$ cat config.mk
export PLATFORM = sky130hd
export DESIGN_NAME = logic_pipe
export DESIGN_NICKNAME = d
export VERILOG_FILES = /design/src/rtl/logic_pipe.sv
export SDC_FILE = /design/constraint.sdc
export NUM_CORES = 1
export LEC_CHECK = 0
export ABC_AREA = 1
export BUFFER_PORTS_ARGS = -buffer_cell sky130_fd_sc_hd__buf_2
export CORE_MARGIN = 2
export CORE_UTILIZATION = 53
export CTS_BUF_LIST = sky130_fd_sc_hd__clkbuf_4
export CTS_CLUSTER_DIAMETER = 40
export DETAILED_ROUTE_END_ITERATION = 10
export PLACE_DENSITY = 0.88
export RECOVER_POWER = 100
export SLEW_MARGIN = 20
export SYNTH_ARGS = -nofsm -noshare
export SYNTH_HDL_FRONTEND = slang
export SYNTH_SLANG_ARGS = --single-unit
$ cat constraint.sdc
create_clock -name clk -period 3.4 [get_ports clk]
set_clock_uncertainty 0.2 [all_clocks]
set_input_delay 0.17 -clock clk [delete_from_list [all_inputs] [get_ports clk]]
set_output_delay 0.17 -clock clk [all_outputs]
set_load 0.01 [all_outputs]
$ cat src/rtl/logic_pipe.sv
`timescale 1ns/1ps
// logic_pipe
// Two-stage, back-pressurable bitwise logic unit. Operands enter with a
// valid/ready handshake, are registered in stage 1 together with the
// operation select, and the result (plus zero flag and population count) is
// registered in stage 2 and offered to the consumer with valid/ready.
// A running counter tracks completed output transfers.
//
// Ports:
//   clk        clock, all state updates on the rising edge
//   rst_n      asynchronous active-low reset
//   in_valid   operand beat valid
//   in_ready   unit accepts a beat this cycle (combinational on out_ready)
//   op         operation select: 000 AND, 001 OR, 010 NAND, 011 NOR,
//              100 XOR, 101 XNOR, 110 NOT A, 111 PASS A
//   a, b       W-bit operands (b ignored for NOT A / PASS A)
//   out_valid  result beat valid
//   out_ready  consumer accepts the result
//   y          W-bit result
//   zero       y == 0 (meaningful while out_valid)
//   ones       number of 1 bits in y (meaningful while out_valid)
//   count      completed output transfers, modulo 2^CW
module logic_pipe #(
    parameter int W  = 8,
    parameter int CW = 16
) (
    input  logic                     clk,
    input  logic                     rst_n,
    input  logic                     in_valid,
    output logic                     in_ready,
    input  logic [2:0]               op,
    input  logic [W-1:0]             a,
    input  logic [W-1:0]             b,
    output logic                     out_valid,
    input  logic                     out_ready,
    output logic [W-1:0]             y,
    output logic                     zero,
    output logic [$clog2(W+1)-1:0]   ones,
    output logic [CW-1:0]            count
);

    localparam int OW = $clog2(W+1);

    logic           vld_p1;
    logic [2:0]     op_p1;
    logic [W-1:0]   a_p1;
    logic [W-1:0]   b_p1;

    logic           vld_p2;
    logic [W-1:0]   y_p2;
    logic           zero_p2;
    logic [OW-1:0]  ones_p2;

    logic           adv1;
    logic           adv2;
    logic [W-1:0]   y_c;

    function automatic logic [W-1:0] logic_op(input logic [2:0] sel,
                                              input logic [W-1:0] x,
                                              input logic [W-1:0] z);
        logic [W-1:0] r;
        r = '0;
        case (sel)
            3'b000:  r = x & z;
            3'b001:  r = x | z;
            3'b010:  r = ~(x & z);
            3'b011:  r = ~(x | z);
            3'b100:  r = x ^ z;
            3'b101:  r = ~(x ^ z);
            3'b110:  r = ~x;
            default: r = x;
        endcase
        return r;
    endfunction

    function automatic logic [OW-1:0] pop_count(input logic [W-1:0] v);
        logic [OW-1:0] n;
        n = '0;
        for (int i = 0; i < W; i++) begin
            n = n + OW'(v[i]);
        end
        return n;
    endfunction

    // A stage may load when it is empty or when the stage after it is
    // emptying on this edge; in_ready therefore sees out_ready directly.
    assign adv2     = !vld_p2 || out_ready;
    assign adv1     = !vld_p1 || adv2;
    assign in_ready = adv1 && rst_n;

    assign y_c = logic_op(op_p1, a_p1, b_p1);

    // ---- stage 1: capture operands and select ----
    always_ff @(posedge clk or negedge rst_n) begin
        if (!rst_n) begin
            vld_p1 <= 1'b0;
            op_p1  <= '0;
            a_p1   <= '0;
            b_p1   <= '0;
        end else if (adv1) begin
            vld_p1 <= in_valid && in_ready;
            op_p1  <= op;
            a_p1   <= a;
            b_p1   <= b;
        end
    end

    // ---- stage 2: capture result and its flags ----
    always_ff @(posedge clk or negedge rst_n) begin
        if (!rst_n) begin
            vld_p2  <= 1'b0;
            y_p2    <= '0;
            zero_p2 <= 1'b0;
            ones_p2 <= '0;
        end else if (adv2) begin
            vld_p2  <= vld_p1;
            y_p2    <= y_c;
            zero_p2 <= (y_c == '0);
            ones_p2 <= pop_count(y_c);
        end
    end

    // ---- output side: completed-transfer counter ----
    always_ff @(posedge clk or negedge rst_n) begin
        if (!rst_n) begin
            count <= '0;
        end else if (vld_p2 && out_ready) begin
            count <= count + CW'(1);
        end
    end

    assign out_valid = vld_p2;
    assign y         = y_p2;
    assign zero      = zero_p2;
    assign ones      = ones_p2;

endmodule
==> flow_summary_export.csv, run 1 <==
group,metric,value,unit
clock_network,numCtsBuffers,5,
clock_network,htree_levels,2,
place,place_inst,564,
finish,area_growth,31.1,%
finish,diodes,0,
global_routing,grt_pass1_vias,3273,
clock_network,clk_pin_slew,160,ps
yosys,ys_seq_area_frac,0.376,
clock_network,cts_tree,"yes",
place,place_congestion,0.957,
clock_network,cts_buffer_depth,2,
critical_path,crit_arrival,3900,ps
routing,drt_wl_total,8800,um
yosys,ys_warn_count,0,
finish,fin_util,0.728,
critical_path,crit_fanout,3,
place,portBuffers,53,
critical_path,startpoint_type,"flip-flop",
routing,vias,3226,
timing,setup_viol,4,
global_routing,grt_pass1_wl,14700,um
die,dieWidth,83.2,um
die,io_pins,54,
routing,wire_per_inst,14.5,um
finish,stdcell_area,4360,um^2
timing,slew_viol_final,0,
yosys,synth_top_area_share,0.376,
yosys,yosysUniqueCellTypes,36,
finish,drive_gt1_frac,0.287,
finish,final_common_cell,"nand2_1",
global_routing,grt_antenna_before_repair,0,
finish,fin_cells,609,
die,std_cell_rows,28,
yosys,synth_largest_area_cell,"dfrtp_1",
global_routing,grt_overflow,0,
run,drv_cap,0,
timing,finalCriticalPeriod,3800,ps
critical_path,startpoint,"a_p1[0]$_DFFE_PN0N_",
yosys,synth_flop_cell,"dfrtp_1",
routing,dr.pass1.iters,5,
clock_network,clock-sinks,50,
timing,worst_pin_slew,1370,ps
timing,holdWs,289,ps
timing,relSlewSlack,0.0862,
global_routing,grt_use_total,0.260,
die,dieArea,6930,um^2
critical_path,path_class,"flip-flop to flip-flop",
clock_network,clock_latency,410,ps
critical_path,slowest_delay,510,ps
yosys,synthTopCellsByArea,"dfrtp_1 (38%), nand2_1 (12%), ha_1 (7.9%), inv_1 (6.5%), nand3_1 (5.4%)",
place,hpwl,5700,um
run_status,violations,"setup timing",
critical_path,cp-end-kind,"flip-flop",
yosys,synthesis.nets,467,
yosys,syn_area,3330,um^2
power_and_ir_drop,power_density,467,nW/um^2
hold_path,min_path_type,"input port to flip-flop",
die,die_h,83.2,um
routing,drcViolationCount,0,
yosys,synth_edf_count,0,
run_status,status,"finished with violations",
hold_path,hold_start,"b[4]",
global_routing,grt_start_max_net_pins,31,
yosys,synthCells,419,
timing,worst_slack,-396,ps
finish,final_nets,581,
place,post_dp_cell_area,3860,um^2
clock_network,clockRootBuffer,"clkbuf_4",
critical_path,cp_slowest_cell,"fa_2",
timing,hold_violations,0,
power_and_ir_drop,total_power,0.00204,W
routing,avgViaCountPerCell,5.30,
timing,min_period_over_period,1.12,
power_and_ir_drop,irDropWorstVdd,0.000440,V
critical_path,crit_chain,"inv_2, ha_4, inv_1, nand2_1, a21oi_1, nand3_1, nand2_2, inv_2, fa_1, inv_1, fa_1, fa_2, inv_2, ha_4, inv_2, fa_2, o21ai_1",
die,start_util,0.555,
critical_path,r2r_start,"a_p1[0]$_DFFE_PN0N_",
yosys,avgSynthCellArea,7.94,um^2
yosys,yosys_register_bits,50,
routing,postRouteAntennaNets,0,
finish,final_cell_mix,"nand2_1 (106), dfrtp_1 (50), inv_1 (45)",
critical_path,cpMostUsedCell,"inv_2",
yosys,synthArstFlopShare,1.00,
critical_path,worstPathRequired,3500,ps
die,core_area,5990,um^2
timing,rsz0062_at_grt,"yes",
routing,drt_iter0_drc,227,
timing,max_freq,0.263,GHz
power_and_ir_drop,p_leak,2.31,nW
-- stage by stage --
stage                     worst slack [ps]  setup TNS [ps]
after CTS                             -383            -896
after global routing                  -560           -1660
after detailed placement              -458           -1100
after floorplan                       -324            -617
final                                 -396           -1050
after global placement                -353            -741
-- layer usage --
| layer | routed length [um] | global-route usage | part of all wire |
|---|---|---|---|
| met5 | 0 | 0 | 0 |
| met4 | 301 | 0.124 | 0.034 |
| met3 | 485 | 0.0527 | 0.055 |
| met2 | 4430 | 0.442 | 0.50 |
| met1 | 3590 | 0.316 | 0.41 |
-- path summary, 6_finish.rpt --
path                                         end  slack, ps  cells after the start
max in group asynchronous    a_p1[7]$_DFFE_PN0N_       1540                      3
setup reg to reg             ones[1]$_DFFE_PN0P_       -400                     17
hold / removal               b_p1[4]$_DFFE_PN0N_        290                      4
min in group asynchronous    b_p1[3]$_DFFE_PN0N_        380                      2
setup / recovery             ones[1]$_DFFE_PN0P_       -400                     17
hold reg to reg            out_valid$_DFFE_PN0P_        300                      1
-- layout make-up --
cell class                 instances  area, um^2
clock buffer                       5        37.5
clock inverter                     3        20.0
fill                             422        1630
inverter                          60         228
multi-input combinational        293        1860
sequential                        50        1250
tap                               75        93.8
timing repair buffer             123         877
-- synth_stat cells, types with 2 or more instances --
cell / number
nand2_2: 7
nand3_1: 36
nor2_2: 2
nor2_1: 25
nand4_1: 10
o21ai_1: 2
a21oi_1: 2
buf_6: 5
fa_1: 4
xor2_1: 10
nor3_2: 2
xnor2_1: 5
nand3_2: 5
clkbuf_1: 6
nor3_1: 3
o21ai_0: 32
inv_1: 58
nand2_1: 109
ha_1: 21
nor2_8: 2
buf_4: 3
nand3b_1: 6
o22ai_1: 2
dfrtp_1: 50
-- sequential cells by signal, summed over array words and instances, names as in the netlist --
name,cells
ones,4
y,8
op_p1,3
vld_p1,1
b_p1,8
zero,1
count,16
out_valid,1
a_p1,8
-- where the power goes --
part | internal, W | total (W) | switching (W)
clock network | 0.0000812 | 0.000298 | 0.000216
logic | 0.000437 | 0.000958 | 0.000521
registers | 0.000693 | 0.000783 | 0.0000902
total | 0.00121 | 0.00204 | 0.000828
-- critical path: cells and delay by family, from the launching register on --
family                     cells  cell delay, ps
DFF                            1             450
buffers and inverters          6             330
adders and majority gates      6            2240
AOI/OAI and AO/OA              2             210
and+or+nand+nor                3             260
-- cells by family after synthesis --
kind of cell    synth area share
flops                      0.376
buf+inv                    0.105
compound gates            0.0651
fa+ha+maj                  0.103
xor+xnor                  0.0395
simple gates               0.311
-- what timing repair did --
item | in CTS | in global routing
hold endpoints to repair | 47 | 0
hold buffers | 22 | 0
buffers inserted | 10 | 5
pin swaps | 18 | 10
gates resized for setup | 33 | 8
setup endpoints to repair | 4 | 4
Note: power is estimated with default switching activity, not from simulation.
==> run 2, diff against run 1 <==
--- a/config.mk
+++ b/config.mk
@@ -5,14 +5,14 @@
 export SDC_FILE = /design/constraint.sdc
 export NUM_CORES = 1
 export LEC_CHECK = 0
-export ABC_AREA = 1
+export ABC_AREA = 0
 export BUFFER_PORTS_ARGS = -buffer_cell sky130_fd_sc_hd__buf_2
 export CORE_MARGIN = 2
-export CORE_UTILIZATION = 53
+export CORE_UTILIZATION = 52
 export CTS_BUF_LIST = sky130_fd_sc_hd__clkbuf_4
 export CTS_CLUSTER_DIAMETER = 40
 export DETAILED_ROUTE_END_ITERATION = 10
-export PLACE_DENSITY = 0.88
+export PLACE_DENSITY = 0.87
 export RECOVER_POWER = 100
 export SLEW_MARGIN = 20
 export SYNTH_ARGS = -nofsm -noshare
==> flow_summary_export.csv, run 2 <==
group,metric,value,unit
critical_path,cp-end-kind,"flip-flop",
power_and_ir_drop,switching_power,0.000803,W
die,std_cell_rows,27,
critical_path,r2r_start,"a_p1[0]$_DFFE_PN0N_",
timing,finalCriticalPeriod,3990,ps
routing,drt_wl_total,8150,um
die,dieWidth,79.9,um
run,drv_cap,1,
critical_path,reg2reg_to,"ones[1]$_DFFE_PN0P_",
power_and_ir_drop,total_power,0.00207,W
clock_network,clock-sinks,50,
timing,hold_violations,0,
timing,worst_slack,-591,ps
global_routing,grt_util_met2,0.448,
timing,worst_pin_slew,1670,ps
yosys,ys_warn_count,0,
die,dieArea,6390,um^2
yosys,ys_seq_area_frac,0.417,
power_and_ir_drop,clkPwrFrac,0.151,
global_routing,grt_pass1_vias,2705,
critical_path,regToRegSetupSlack,-590,ps
timing,relSlewSlack,-0.113,
power_and_ir_drop,power_density,507,nW/um^2
global_routing,grt_pass1_wl,12100,um
routing,wire_per_inst,16.2,um
global_routing,grt-busiest-layer,"met2",
finish,drive_gt1_frac,0.302,
power_and_ir_drop,seqPwrFrac,0.376,
hold_path,min_to,"count[15]$_DFFE_PN0P_",
power_and_ir_drop,p_sw_frac,0.387,
place,place_congestion,0.829,
critical_path,path_class,"flip-flop to flip-flop",
global_routing,grt_antenna_before_repair,0,
place,hpwl,4890,um
critical_path,crit_fanout,3,
hold_path,holdPathStages,1,
yosys,yosys_register_bits,50,
routing,postRouteAntennaNets,0,
finish,diodes,0,
clock_network,htree_levels,2,
yosys,synth.most_common_cell,"dfrtp_1",
yosys,synth_top_area_share,0.417,
power_and_ir_drop,share_comb_of_total_power,0.473,
global_routing,grtUsageMet3,0.0520,
finish,area_growth,36.4,%
timing,rsz0062_at_grt,"yes",
die,core_area,5540,um^2
place,portBuffers,53,
die,die_h,79.9,um
yosys,synth_flop_cell,"dfrtp_1",
timing,setup_viol,5,
clock_network,clk_pin_slew,160,ps
finish,fillers,377,
power_and_ir_drop,irDropWorstVdd,0.000410,V
clock_network,clock_latency,400,ps
run_status,violations,"capacitance limit, slew limit, setup timing",
clock_network,cts_buffer_depth,2,
power_and_ir_drop,p_int,0.00127,W
yosys,synthTopCellsByArea,"dfrtp_1 (42%), ha_1 (8.8%), nand2_1 (5.4%), xnor2_1 (4.4%), mux2i_1 (4.0%)",
die,start_util,0.541,
yosys,synthesis.nets,349,
routing,avgViaCountPerCell,5.34,
run_status,status,"finished with violations",
finish,final_cell_mix,"buf_4 (52), dfrtp_1 (48), nand2_1 (43)",
hold_path,hold_start,"count[15]$_DFFE_PN0P_",
finish,multiInputGateArea,1680,um^2
yosys,synth_edf_count,0,
hold_path,min_path_type,"flip-flop to flip-flop",
global_routing,grt_start_max_net_pins,32,
yosys,synthCells,301,
yosys,avgSynthCellArea,9.96,um^2
clock_network,numCtsBuffers,5,
critical_path,startpoint_type,"flip-flop",
die,io_pins,54,
timing,max_freq,0.251,GHz
timing,min_period_over_period,1.17,
routing,dr.pass1.iters,5,
yosys,yosysUniqueCellTypes,43,
global_routing,grt_overflow,0,
finish,final_nets,477,
global_routing,grt_use_met1,0.271,
finish,largest_register_ffs,16,
finish,final_common_cell,"buf_4",
finish,register_area,1250,um^2
critical_path,worstPathRequired,3540,ps
yosys,yosys-top-cells-count,"dfrtp_1 (50), nand2_1 (43), inv_1 (27)",
finish,top_register,"count",
timing,slew_viol_final,32,
power_and_ir_drop,p_leak,2.00,nW
yosys,synthArstFlopShare,1.00,
critical_path,crit_arrival,4130,ps
yosys,synth_largest_area_cell,"dfrtp_1",
critical_path,reg2regPathDepth,15,
finish,fin_util,0.738,
clock_network,clockRootBuffer,"clkbuf_4",
global_routing,grt_use_total,0.249,
routing,drcViolationCount,0,
clock_network,cts_tree,"yes",
routing,vias,2680,
routing,drt_iter0_drc,155,
yosys,syn_area,3000,um^2
[run 2: layout make-up]
type / count / share of cell area
tap: 72 / 0.0220
clock buffer: 5 / 0.00917
sequential: 50 / 0.306
timing repair buffer: 135 / 0.220
multi-input combinational: 209 / 0.409
inverter: 28 / 0.0263
clock inverter: 3 / 0.00703
[run 2: critical path: stages (launching register included)]
cell	delay, ps
dfrtp_1	450
inv_2	100
ha_4	160
nor2_4	40
a21o_1	150
a22o_1	230
a221oi_2	290
fa_1	470
inv_1	90
fa_1	430
fa_2	540
inv_2	40
ha_4	150
inv_2	50
fa_2	420
a21oi_2	120
[run 2: metal layers]
metal / vias up / wire [um]
met5: - / 0
met4: 0 / 398
met3: 37 / 447
met2: 92 / 4130
met1: 1290 / 3180
li1: 1261 / -
[run 2: how the worst max path moves through the flow]
stage / start / to / slack [ps] / cells after the start
final: a_p1[0]$_DFFE_PN0N_ / ones[1]$_DFFE_PN0P_ / -590 / 15
after global routing: b_p1[3]$_DFFE_PN0N_ / ones[1]$_DFFE_PN0P_ / -740 / 14
after CTS: a_p1[0]$_DFFE_PN0N_ / ones[1]$_DFFE_PN0P_ / -560 / 15
after detailed placement: a_p1[1]$_DFFE_PN0N_ / ones[1]$_DFFE_PN0P_ / -580 / 14
after global placement: a_p1[1]$_DFFE_PN0N_ / ones[1]$_DFFE_PN0P_ / -450 / 14
after floorplan: a_p1[0]$_DFFE_PN0N_ / ones[1]$_DFFE_PN0P_ / -420 / 15
[run 2: power groups by stage]
stage | Combinational, W | Clock (W) | Sequential [W]
floorplan | 0.000500 | 0 | 0.000809
global placement | 0.000772 | 0 | 0.000780
detailed placement | 0.000831 | 0 | 0.000784
CTS | 0.000927 | 0.000312 | 0.000774
global route | 0.00107 | 0.000343 | 0.000790
finish | 0.000980 | 0.000313 | 0.000779
[run 2: stage by stage]
step / instances / setup TNS (ps) / setup WS, ps / hold slack [ps] / cell area, um^2
final: 502 / -2040 / -591 / 279 / 4090
after global routing: 502 / -2740 / -736 / 298 / 4090
after CTS: 494 / -1720 / -563 / 150 / 3990
after detailed placement: 453 / -1650 / -576 / 51.7 / 3610
after global placement: 453 / -1180 / -451 / 40.7 / 3610
after floorplan: 301 / -885 / -418 / -326 / 3040
[run 2: logic make-up (layout without fill, tap and decap cells)]
| family | after synthesis | in the layout | share of synthesized area |
|---|---|---|---|
| AO/OA/AOI/OAI | 50 | 50 | 0.118 |
| XOR/XNOR | 23 | 23 | 0.0672 |
| flip-flops | 50 | 50 | 0.417 |
| multiplexers | 23 | 23 | 0.0839 |
| adder cells (fa/ha/maj) | 25 | 25 | 0.114 |
| buffers and inverters | 42 | 171 | 0.0663 |
| AND/OR/NAND/NOR | 88 | 88 | 0.133 |
[run 2: what timing repair did]
action / 4_1_cts / 5_1_grt
hold endpoints to repair: 51 / 0
gates resized for setup: 4 / 24
pin swaps: 7 / 5
cloned: 0 / 0
hold buffers: 22 / 0
setup endpoints to repair: 4 / 5
buffers inserted: 11 / 8
